--- src/rtl/mdu_pkg.sv ---
// Shared encodings for the RV32M multiply/divide unit: opcode/func7 match values,
// operation select on func3 and FSM states.
package mdu_pkg;

   localparam logic [6:0] OPC_OP       = 7'h33;
   localparam logic [6:0] FUNC7_MULDIV = 7'b0000001;

   typedef enum logic [2:0] {
      MUL    = 3'b000,
      MULH   = 3'b001,
      MULHSU = 3'b010,
      MULHU  = 3'b011,
      DIV    = 3'b100,
      DIVU   = 3'b101,
      REM    = 3'b110,
      REMU   = 3'b111
   } mdu_op_e;

   typedef enum logic [1:0] {
      IDLE = 2'd0,
      CALC = 2'd1,
      DONE = 2'd2
   } mdu_state_e;

endpackage

--- src/rtl/mdu_step.sv ---
// One radix-2 iteration on the {hi, lo} working pair: shift-add for multiply,
// restoring shift-subtract for divide. Purely combinational.
module mdu_step #(
   parameter int unsigned DW = 32
) (
   input  logic          is_div_i,
   input  logic [DW-1:0] hi_i,
   input  logic [DW-1:0] lo_i,
   input  logic [DW-1:0] b_i,
   output logic [DW-1:0] hi_o,
   output logic [DW-1:0] lo_o
);

   logic [DW:0]   sum;
   logic [DW:0]   shifted;
   logic [DW-1:0] diff;
   logic          ge;

   // Multiply: lo holds the unconsumed multiplier bits, the product shifts in from the top.
   assign sum = {1'b0, hi_i} + (lo_i[0] ? {1'b0, b_i} : {(DW+1){1'b0}});

   // Divide: hi is the partial remainder (always < divisor), so the difference fits DW bits.
   assign shifted = {hi_i, lo_i[DW-1]};
   assign ge      = shifted >= {1'b0, b_i};
   assign diff    = shifted[DW-1:0] - b_i;

   always_comb begin
      if (is_div_i) begin
         hi_o = ge ? diff : shifted[DW-1:0];
         lo_o = {lo_i[DW-2:0], ge};
      end else begin
         hi_o = sum[DW:1];
         lo_o = {sum[0], lo_i[DW-1:1]};
      end
   end

endmodule

--- src/rtl/mul_div_unit.sv ---
// Iterative RV32M multiply/divide unit: one radix-2 step per cycle on operand magnitudes,
// sign fix-up on the final step, single-cycle handling of divide special cases.
module mul_div_unit
   import mdu_pkg::*;
#(
   parameter int unsigned DW = 32
) (
   input  logic          clk_i,
   input  logic          rst_ni,
   input  logic          start_i,
   input  logic [6:0]    opcode_i,
   input  logic [2:0]    func3_i,
   input  logic [6:0]    func7_i,
   input  logic [DW-1:0] operand_1_i,
   input  logic [DW-1:0] operand_2_i,
   input  logic          flush_i,
   output logic          ready_o,
   output logic          busy_o,
   output logic          valid_o,
   output logic [DW-1:0] result_o
);

   localparam int unsigned CW = $clog2(DW);

   mdu_state_e    state_q, state_d;
   mdu_op_e       op_q, op_d, op_in;
   logic [CW-1:0] cnt_q, cnt_d;
   logic [DW-1:0] hi_q, hi_d, lo_q, lo_d, b_q, b_d;
   logic          neg1_q, neg1_d, neg2_q, neg2_d;
   logic          valid_q, valid_d;
   logic [DW-1:0] result_q, result_d;

   logic            accept, is_div_in, neg1_in, neg2_in, div_zero, overflow;
   logic [DW-1:0]   mag1, mag2, special_res, calc_res, step_hi, step_lo;
   logic [2*DW-1:0] prod, prod_fix;

   assign ready_o  = (state_q == IDLE);
   assign busy_o   = (state_q != IDLE);
   assign valid_o  = valid_q;
   assign result_o = result_q;

   assign accept = start_i & ready_o & (opcode_i == OPC_OP) & (func7_i == FUNC7_MULDIV) &
                   ~flush_i;

   assign op_in     = mdu_op_e'(func3_i);
   assign is_div_in = func3_i[2];
   assign neg1_in   = (op_in inside {MUL, MULH, MULHSU, DIV, REM}) & operand_1_i[DW-1];
   assign neg2_in   = (op_in inside {MUL, MULH, DIV, REM}) & operand_2_i[DW-1];
   assign mag1      = neg1_in ? -operand_1_i : operand_1_i;
   assign mag2      = neg2_in ? -operand_2_i : operand_2_i;

   assign div_zero = is_div_in & (operand_2_i == '0);
   assign overflow = (op_in inside {DIV, REM}) & (operand_1_i == {1'b1, {(DW-1){1'b0}}}) &
                     (operand_2_i == '1);

   // func3[1] separates REM/REMU from DIV/DIVU.
   always_comb begin
      if (div_zero) special_res = func3_i[1] ? operand_1_i : '1;
      else          special_res = func3_i[1] ? '0 : operand_1_i;
   end

   mdu_step #(
      .DW(DW)
   ) u_step (
      .is_div_i (op_q[2]),
      .hi_i     (hi_q),
      .lo_i     (lo_q),
      .b_i      (b_q),
      .hi_o     (step_hi),
      .lo_o     (step_lo)
   );

   assign prod     = {step_hi, step_lo};
   assign prod_fix = (neg1_q ^ neg2_q) ? -prod : prod;

   always_comb begin
      calc_res = '0;
      unique case (op_q)
         MUL:                 calc_res = prod_fix[DW-1:0];
         MULH, MULHSU, MULHU: calc_res = prod_fix[2*DW-1:DW];
         DIV, DIVU:           calc_res = (neg1_q ^ neg2_q) ? -step_lo : step_lo;
         REM, REMU:           calc_res = neg1_q ? -step_hi : step_hi;
      endcase
   end

   always_comb begin
      state_d  = state_q;
      op_d     = op_q;
      cnt_d    = cnt_q;
      hi_d     = hi_q;
      lo_d     = lo_q;
      b_d      = b_q;
      neg1_d   = neg1_q;
      neg2_d   = neg2_q;
      valid_d  = 1'b0;
      result_d = result_q;
      case (state_q)
         IDLE: begin
            if (accept) begin
               op_d   = op_in;
               neg1_d = neg1_in;
               neg2_d = neg2_in;
               hi_d   = '0;
               lo_d   = is_div_in ? mag1 : mag2;
               b_d    = is_div_in ? mag2 : mag1;
               cnt_d  = CW'(DW - 1);
               if (div_zero || overflow) begin
                  result_d = special_res;
                  valid_d  = 1'b1;
                  state_d  = DONE;
               end else begin
                  state_d = CALC;
               end
            end
         end
         CALC: begin
            hi_d = step_hi;
            lo_d = step_lo;
            if (cnt_q == '0) begin
               result_d = calc_res;
               valid_d  = 1'b1;
               state_d  = DONE;
            end else begin
               cnt_d = cnt_q - CW'(1);
            end
         end
         DONE:    state_d = IDLE;
         default: state_d = IDLE;
      endcase
      if (flush_i) begin
         state_d  = IDLE;
         valid_d  = 1'b0;
         result_d = result_q;
      end
   end

   always_ff @(posedge clk_i or negedge rst_ni) begin
      if (!rst_ni) begin
         state_q  <= IDLE;
         op_q     <= MUL;
         cnt_q    <= '0;
         hi_q     <= '0;
         lo_q     <= '0;
         b_q      <= '0;
         neg1_q   <= 1'b0;
         neg2_q   <= 1'b0;
         valid_q  <= 1'b0;
         result_q <= '0;
      end else begin
         state_q  <= state_d;
         op_q     <= op_d;
         cnt_q    <= cnt_d;
         hi_q     <= hi_d;
         lo_q     <= lo_d;
         b_q      <= b_d;
         neg1_q   <= neg1_d;
         neg2_q   <= neg2_d;
         valid_q  <= valid_d;
         result_q <= result_d;
      end
   end

endmodule
--- config.mk ---
export PLATFORM = sky130hd
export DESIGN_NAME = mul_div_unit
export DESIGN_NICKNAME = d
export VERILOG_FILES = /design/src/rtl/mdu_pkg.sv /design/src/rtl/mdu_step.sv /design/src/rtl/mul_div_unit.sv
export SDC_FILE = /design/constraint.sdc
export NUM_CORES = 1
export LEC_CHECK = 0
export CORE_UTILIZATION = 41
export DETAILED_ROUTE_END_ITERATION = 16
export HOLD_SLACK_MARGIN = 0.15
export MAX_ROUTING_LAYER = met4
export PLACE_DENSITY_LB_ADDON = 0.3
export SYNTH_ARGS = -nofsm -noshare
export SYNTH_HDL_FRONTEND = slang
export SYNTH_SLANG_ARGS = --single-unit
--- constraint.sdc ---
create_clock -name clk_i -period 6.3 [get_ports clk_i]
set_clock_uncertainty 0.2 [all_clocks]
set_input_delay 0.63 -clock clk_i [delete_from_list [all_inputs] [get_ports clk_i]]
set_output_delay 0.63 -clock clk_i [all_outputs]
set_load 0.01 [all_outputs]
==> results of run 1 <==
==> where the power goes <==
group          internal, mW  leakage (nW)  switching [mW]
logic                 0.153          5.71           0.293
registers             0.908          1.79         0.00393
clock network         0.569         0.284           0.511
==> cells in the final DEF, fill, tap and decap left out, drive strengths merged, types with 71 or more instances in the layout <==
| cell type | synthesis | routed |
|---|---|---|
| nand2 | 294 | 294 |
| o21ai | 262 | 262 |
| nor2 | 231 | 231 |
| a21oi | 228 | 228 |
| dfrtp | 141 | 141 |
| clkdlybuf4s50 | 0 | 117 |
| inv | 81 | 87 |
| xnor2 | 84 | 84 |
| nor3 | 77 | 77 |
| ha | 71 | 71 |
==> worst max path at each step <==
stage,from,to,slack (ns)
2_1_floorplan,hi_q[25],result_o[18],0.92
3_3_place_gp,hi_q[25],result_o[27],0.32
3_5_place_dp,hi_q[25],result_o[24],0.29
4_1_cts,hi_q[25],result_o[24],0.24
5_1_grt,hi_q[25],result_o[16],0.13
6_report,hi_q[25],result_o[24],0.22
==> state kept, by name (all words and copies together), names as in the netlist <==
register,flops
valid_o,1
neg1_q,1
cnt_q,5
state_q,2
b_q,32
lo_q,32
op_q,3
hi_q,32
neg2_q,1
result_o,32
==> repair_timing <==
action | CTS | global route
endpoints found under the hold margin | 36 | 0
hold buffers | 1 | 0
buffers inserted | 0 | 2
gates resized for setup | 0 | 2
setup endpoints to repair | 0 | 3
==> logic make-up (layout without fill, tap and decap cells) <==
family,Yosys count,after routing
xor+xnor,152,152
other cells,0,4
compound gates,818,818
buf+inv,236,296
mux,66,66
fa+ha+maj,74,74
flops,141,141
simple gates,966,966
==> metrics by stage <==
stage / power [mW] / setup slack (ns) / utilization / instances / hold slack [ns]
floorplan: 1.135 / 0.9232 / - / 2453 / 0.1344
global placement: 1.360 / 0.3161 / 0.4561 / 3017 / 0.2660
detailed placement: 1.362 / 0.2862 / 0.4561 / 3017 / 0.2730
CTS: 2.421 / 0.2401 / 0.4704 / 3050 / 0.2896
global route: 2.500 / 0.1291 / 0.4712 / 3055 / 0.3060
finish: 2.437 / 0.2209 / 0.4713 / 3056 / 0.2898
==> layer usage <==
layer	GRT usage	share of wire	up-vias
li1	-	-	9124
met1	0.5210	0.43	9517
met2	0.5440	0.42	1131
met3	0.07322	0.096	207
met4	0.1803	0.051	0
met5	-	0	-
==> cell type report <==
type	instances	area, um2	area share
Antenna cell	4	10.01	0.0005075
Inverter	82	307.8	0.01560
Clock inverter	14	148.9	0.007548
Multi-Input combinational cell	2076	12950	0.6565
Sequential cell	141	3532	0.1791
Timing Repair Buffer	182	1663	0.08430
Tap cell	539	674.4	0.03419
Clock buffer	18	439.2	0.02226
==> worst max-delay path: stages (launching register included) <==
cell,delay (ns)
dfrtp_1,0.43
ha_1,0.55
nand4_1,0.37
nor4_2,0.53
nand4_1,0.37
and3_1,0.48
nand2_2,0.36
buf_4,0.26
a311oi_1,0.30
nand2b_1,0.37
or4_1,0.67
or4_1,0.59
a21o_1,0.21
a31oi_1,0.17
o22a_1,0.15
==> metrics, run 1 <==
Vias ~20000; RSZ-0062 raised after global routing false; GPL Wtd Cong 1.078; crit path kind reg2reg; Worst R2R Setup Slack 0.22 ns; Post-Synth Adder-Cell Area 0.05401; largest family of logic cells by synthesized area compound AO/OA/AOI/OAI gates; Final period util 0.9649; Synth top area share 0.2031; crit path capture type flip-flop; fmax about 160 MHz; largest cells by area after synthesis dfrtp_1, o21ai_0, a21oi_1; Peak supply drop 0.0001438 V; Synth Area in Compound Gates 0.3002; CTS buffer count 17; Sink Count ~140; Final Cell Area between 15000 and 20000 um2; vias in the first global route 18177; max cap viols 0; Final ANT Viol Nets 0; drt via density ~6.5; status completed; Critical Path RT 6.51 ns; Static Leak ~7.8 nW; CP startpoint kind flip-flop; Main synth FF type dfrtp_1; Initial DRC Count roughly 2400; Worst Reg-to-Reg Cells 14; Worst Hold End result_o[12]; Die Y around 210 um; worst-path maximum fanout 14; die width between 200 and 250 um; CTS Root Cell clkbuf_16; core area approximately 42000 um2; hold crit path type reg2reg; post-synthesis xor/xnor area fraction 0.07662; Clock Latency Late Sink between 0.4 and 0.5 ns; mux cell area share after synthesis 0.03874; Yosys cell types 102; sequential-to-total area share from yosys stat 0.2031; Cells after Synth about 2500; Max transition margin 0.2137; Worst Hold Depth 2; Yosys top cell by area dfrtp_1; row cnt 75; Synth async-reset ratio 1.000; remaining global-route overflow 0; top-count cell post-synth nand2_1; flops & latches, synth around 140; Post-Syn Area between 15000 and 20000 um2; Die Area 43200 um2; I/O pin cnt between 100 and 150; Mapped Nets roughly 2600; Post-Place Cell Area 19090 um2; Syn Area/Cell just over 7 um2; max-slew violation count 0; CP arrival approximately 6.3 ns; R2R Path Start hi_q[25]; clock buffer depth 2; minimum clock period ~6.1 ns; first-pass GRT wire length around 120000 um; TritonCTS clock tree built; Routed WL 81150 um; Hold Fails Final Rpt 0; Post-Synth Simple-Gate Area 0.2721; DRC Markers 0; final number of setup-violating endpoints 0; clk slew on worst S/H paths roughly 0.070 ns; wire per inst around 27 um; Layout Nets between 2000 and 3000; HPWL after DPL 63510 um; largest net degree at the start of global routing 102; layout cells sized above 1 0.06725; PD cells approximately 120 nW/um2; Port-buffer cells about 120; hold_sp result_o[12]; TNS Setup 0 ns; GRT Util Overall 0.3833; Worst Tran Pin Value between 1 and 1.5 ns; Area Overhead vs Synth 13.53%; Synth top cells by count nand2_1, o21ai_0, nor2_1, a21oi_1, dfrtp_1; FF-to-FF End result_o[24]; Post-synth EDFFs 0; number of fill cells ~4300; H-Tree Depth 4; Ys Warns 0; initial antenna violation count 5; Initial Utilization 0.4151; Pre-antenna DRT Iters 9
Power figures use the tool's default switching activity.
==> inputs of run 2 (changes only) <==
Settings changed: RECOVER_POWER set to 100.
==> metrics, run 2 (synthesized netlist as in run 1, its figures left out) <==
CTS buffer count 17 (unchanged); core area 41850 um2 (unchanged); CP startpoint kind flip-flop; vias in the first global route 18177 (unchanged); commonest non-fill, non-tap cell in the layout nand2_1; Die Y 207.9 um (unchanged); DP Cell Count 3017 (unchanged); RSZ-0062 raised after global routing false; most frequent cells in the layout nand2_1, o21ai_0, nor2_1; clk slew on worst S/H paths 0.07 ns (about the same); Worst Reg-to-Reg Cells 14 (unchanged); Clock Latency Late Sink 0.48 ns (about the same); Peak supply drop 0.0001430 V (-0.53%); GRT Util Overall 0.3833 (unchanged); Pre-antenna DRT Iters 6 (-3); CTS Root Cell clkbuf_16; number of fill cells 4316 (+0.14%); Initial DRC Count 2429 (-0.33%); drt via density 6.517 (-0.32%); Hold Fails Final Rpt 0 (unchanged); non-filler instance count after layout 3055 (-0.033%); status finished, violations left; fmax 165.4 MHz (+0.54%); Routed WL 81140 um (about the same); remaining global-route overflow 0 (unchanged); violated checks max-capacitance violations, max-slew violations; HPWL after DPL 63510 um (unchanged); TritonCTS clock tree built; Port-buffer cells 119 (unchanged); largest net degree at the start of global routing 102 (unchanged); Sink Count 141 (unchanged); max cap viols 3 (+3); Initial Utilization 0.4151 (unchanged); H-Tree Depth 4 (unchanged); crit path capture type flip-flop; Max transition margin -0.8708 (-1.085); wire per inst 26.56 um (about the same); worst-path maximum fanout 14 (unchanged); Layout Nets 2658 (unchanged); initial antenna violation count 5 (unchanged); GPL Wtd Cong 1.078 (unchanged); Worst R2R Setup Slack 0.25 ns (+0.03 ns); die width 207.9 um (unchanged); crit path kind reg2reg; first-pass GRT wire length 120500 um (unchanged); Die Area 43200 um2 (unchanged); Worst Tran Pin Value 2.806 ns (+1.639 ns); Worst Hold Depth 2 (unchanged); hold crit path type reg2reg; CP arrival 6.26 ns (-0.03 ns); Critical Path RT 6.51 ns (about the same); clock buffer depth 2 (unchanged); row cnt 75 (unchanged); Final period util 0.9598 (-0.005165); max-slew violation count 254 (+254); layout cells sized above 1 0.06566 (-0.001592); final number of setup-violating endpoints 0 (unchanged); minimum clock period 6.047 ns (-0.03254 ns); Area Overhead vs Synth 13.31%; Vias 19909 (-0.35%); I/O pin cnt 120 (unchanged); Final ANT Viol Nets 0 (unchanged); PD cells 123.8 nW/um2 (+0.19%); Static Leak 7.889 nW (+1.3%); DRC Markers 0 (unchanged); TNS Setup 0 ns (unchanged)
==> run 2: metal layers <==
| metal | track usage | share of wire |
|---|---|---|
| met2 | 0.5440 | 0.42 |
| met4 | 0.1803 | 0.050 |
| met5 | - | 0 |
| met1 | 0.5210 | 0.43 |
| met3 | 0.07322 | 0.093 |
==> run 2: worst paths after layout <==
check	start	to
max	hi_q[25]	result_o[24]
min	result_o[4]	result_o[4]
max reg2reg	hi_q[25]	result_o[24]
min reg2reg	result_o[4]	result_o[4]
max in group asynchronous	rst_ni	lo_q[12]
min in group asynchronous	rst_ni	result_o[23]
==> run 2: layout make-up <==
type,count,area (um2),area share
Sequential cell,141,3532,0.1794
Tap cell,539,674.4,0.03426
Antenna cell,3,7.507,0.0003813
Clock buffer,18,439.2,0.02231
Inverter,82,307.8,0.01563
Multi-Input combinational cell,2076,12940,0.6572
Timing Repair Buffer,182,1638,0.08320
Clock inverter,14,148.9,0.007563
==> run 2: power breakdown <==
group	leakage [nW]	internal [mW]	switching, mW
logic	5.82	0.153	0.293
clock network	0.284	0.569	0.511
registers	1.79	0.908	0.00394
total	7.89	1.63	0.807
==> run 2: timing repair <==
| action | CTS | global route |
|---|---|---|
| setup buffers | 0 | 2 |
| gates resized for setup | 0 | 2 |
| hold endpoints to repair | 36 | 0 |
| hold buffers | 1 | 0 |
| endpoints found under the setup margin | 0 | 3 |
==> run 2: through the flow <==
step / util / hold WS, ns / worst slack (ns) / cell area (um2) / power, mW
finish: 0.4704 / 0.2795 / 0.2534 / 19690 / 2.437
global route: 0.4704 / 0.3007 / 0.07070 / 19690 / 2.500
CTS: 0.4704 / 0.2896 / 0.2401 / 19690 / 2.421
detailed placement: 0.4561 / 0.2730 / 0.2862 / 19090 / 1.362
global placement: 0.4561 / 0.2660 / 0.3161 / 19090 / 1.360
floorplan: - / 0.1344 / 0.9232 / 17370 / 1.135
==> run 2: worst max-delay path, stage by stage (launching register included) <==
cell	delay, ns
dfrtp_1	0.43
ha_1	0.55
nand4_1	0.37
nor4_2	0.51
nand4_1	0.37
and3_1	0.48
nand2_2	0.36
buf_4	0.26
a311oi_1	0.30
nand2b_1	0.37
or4_1	0.67
or4_1	0.59
a21o_1	0.21
a31oi_1	0.16
o22a_1	0.15
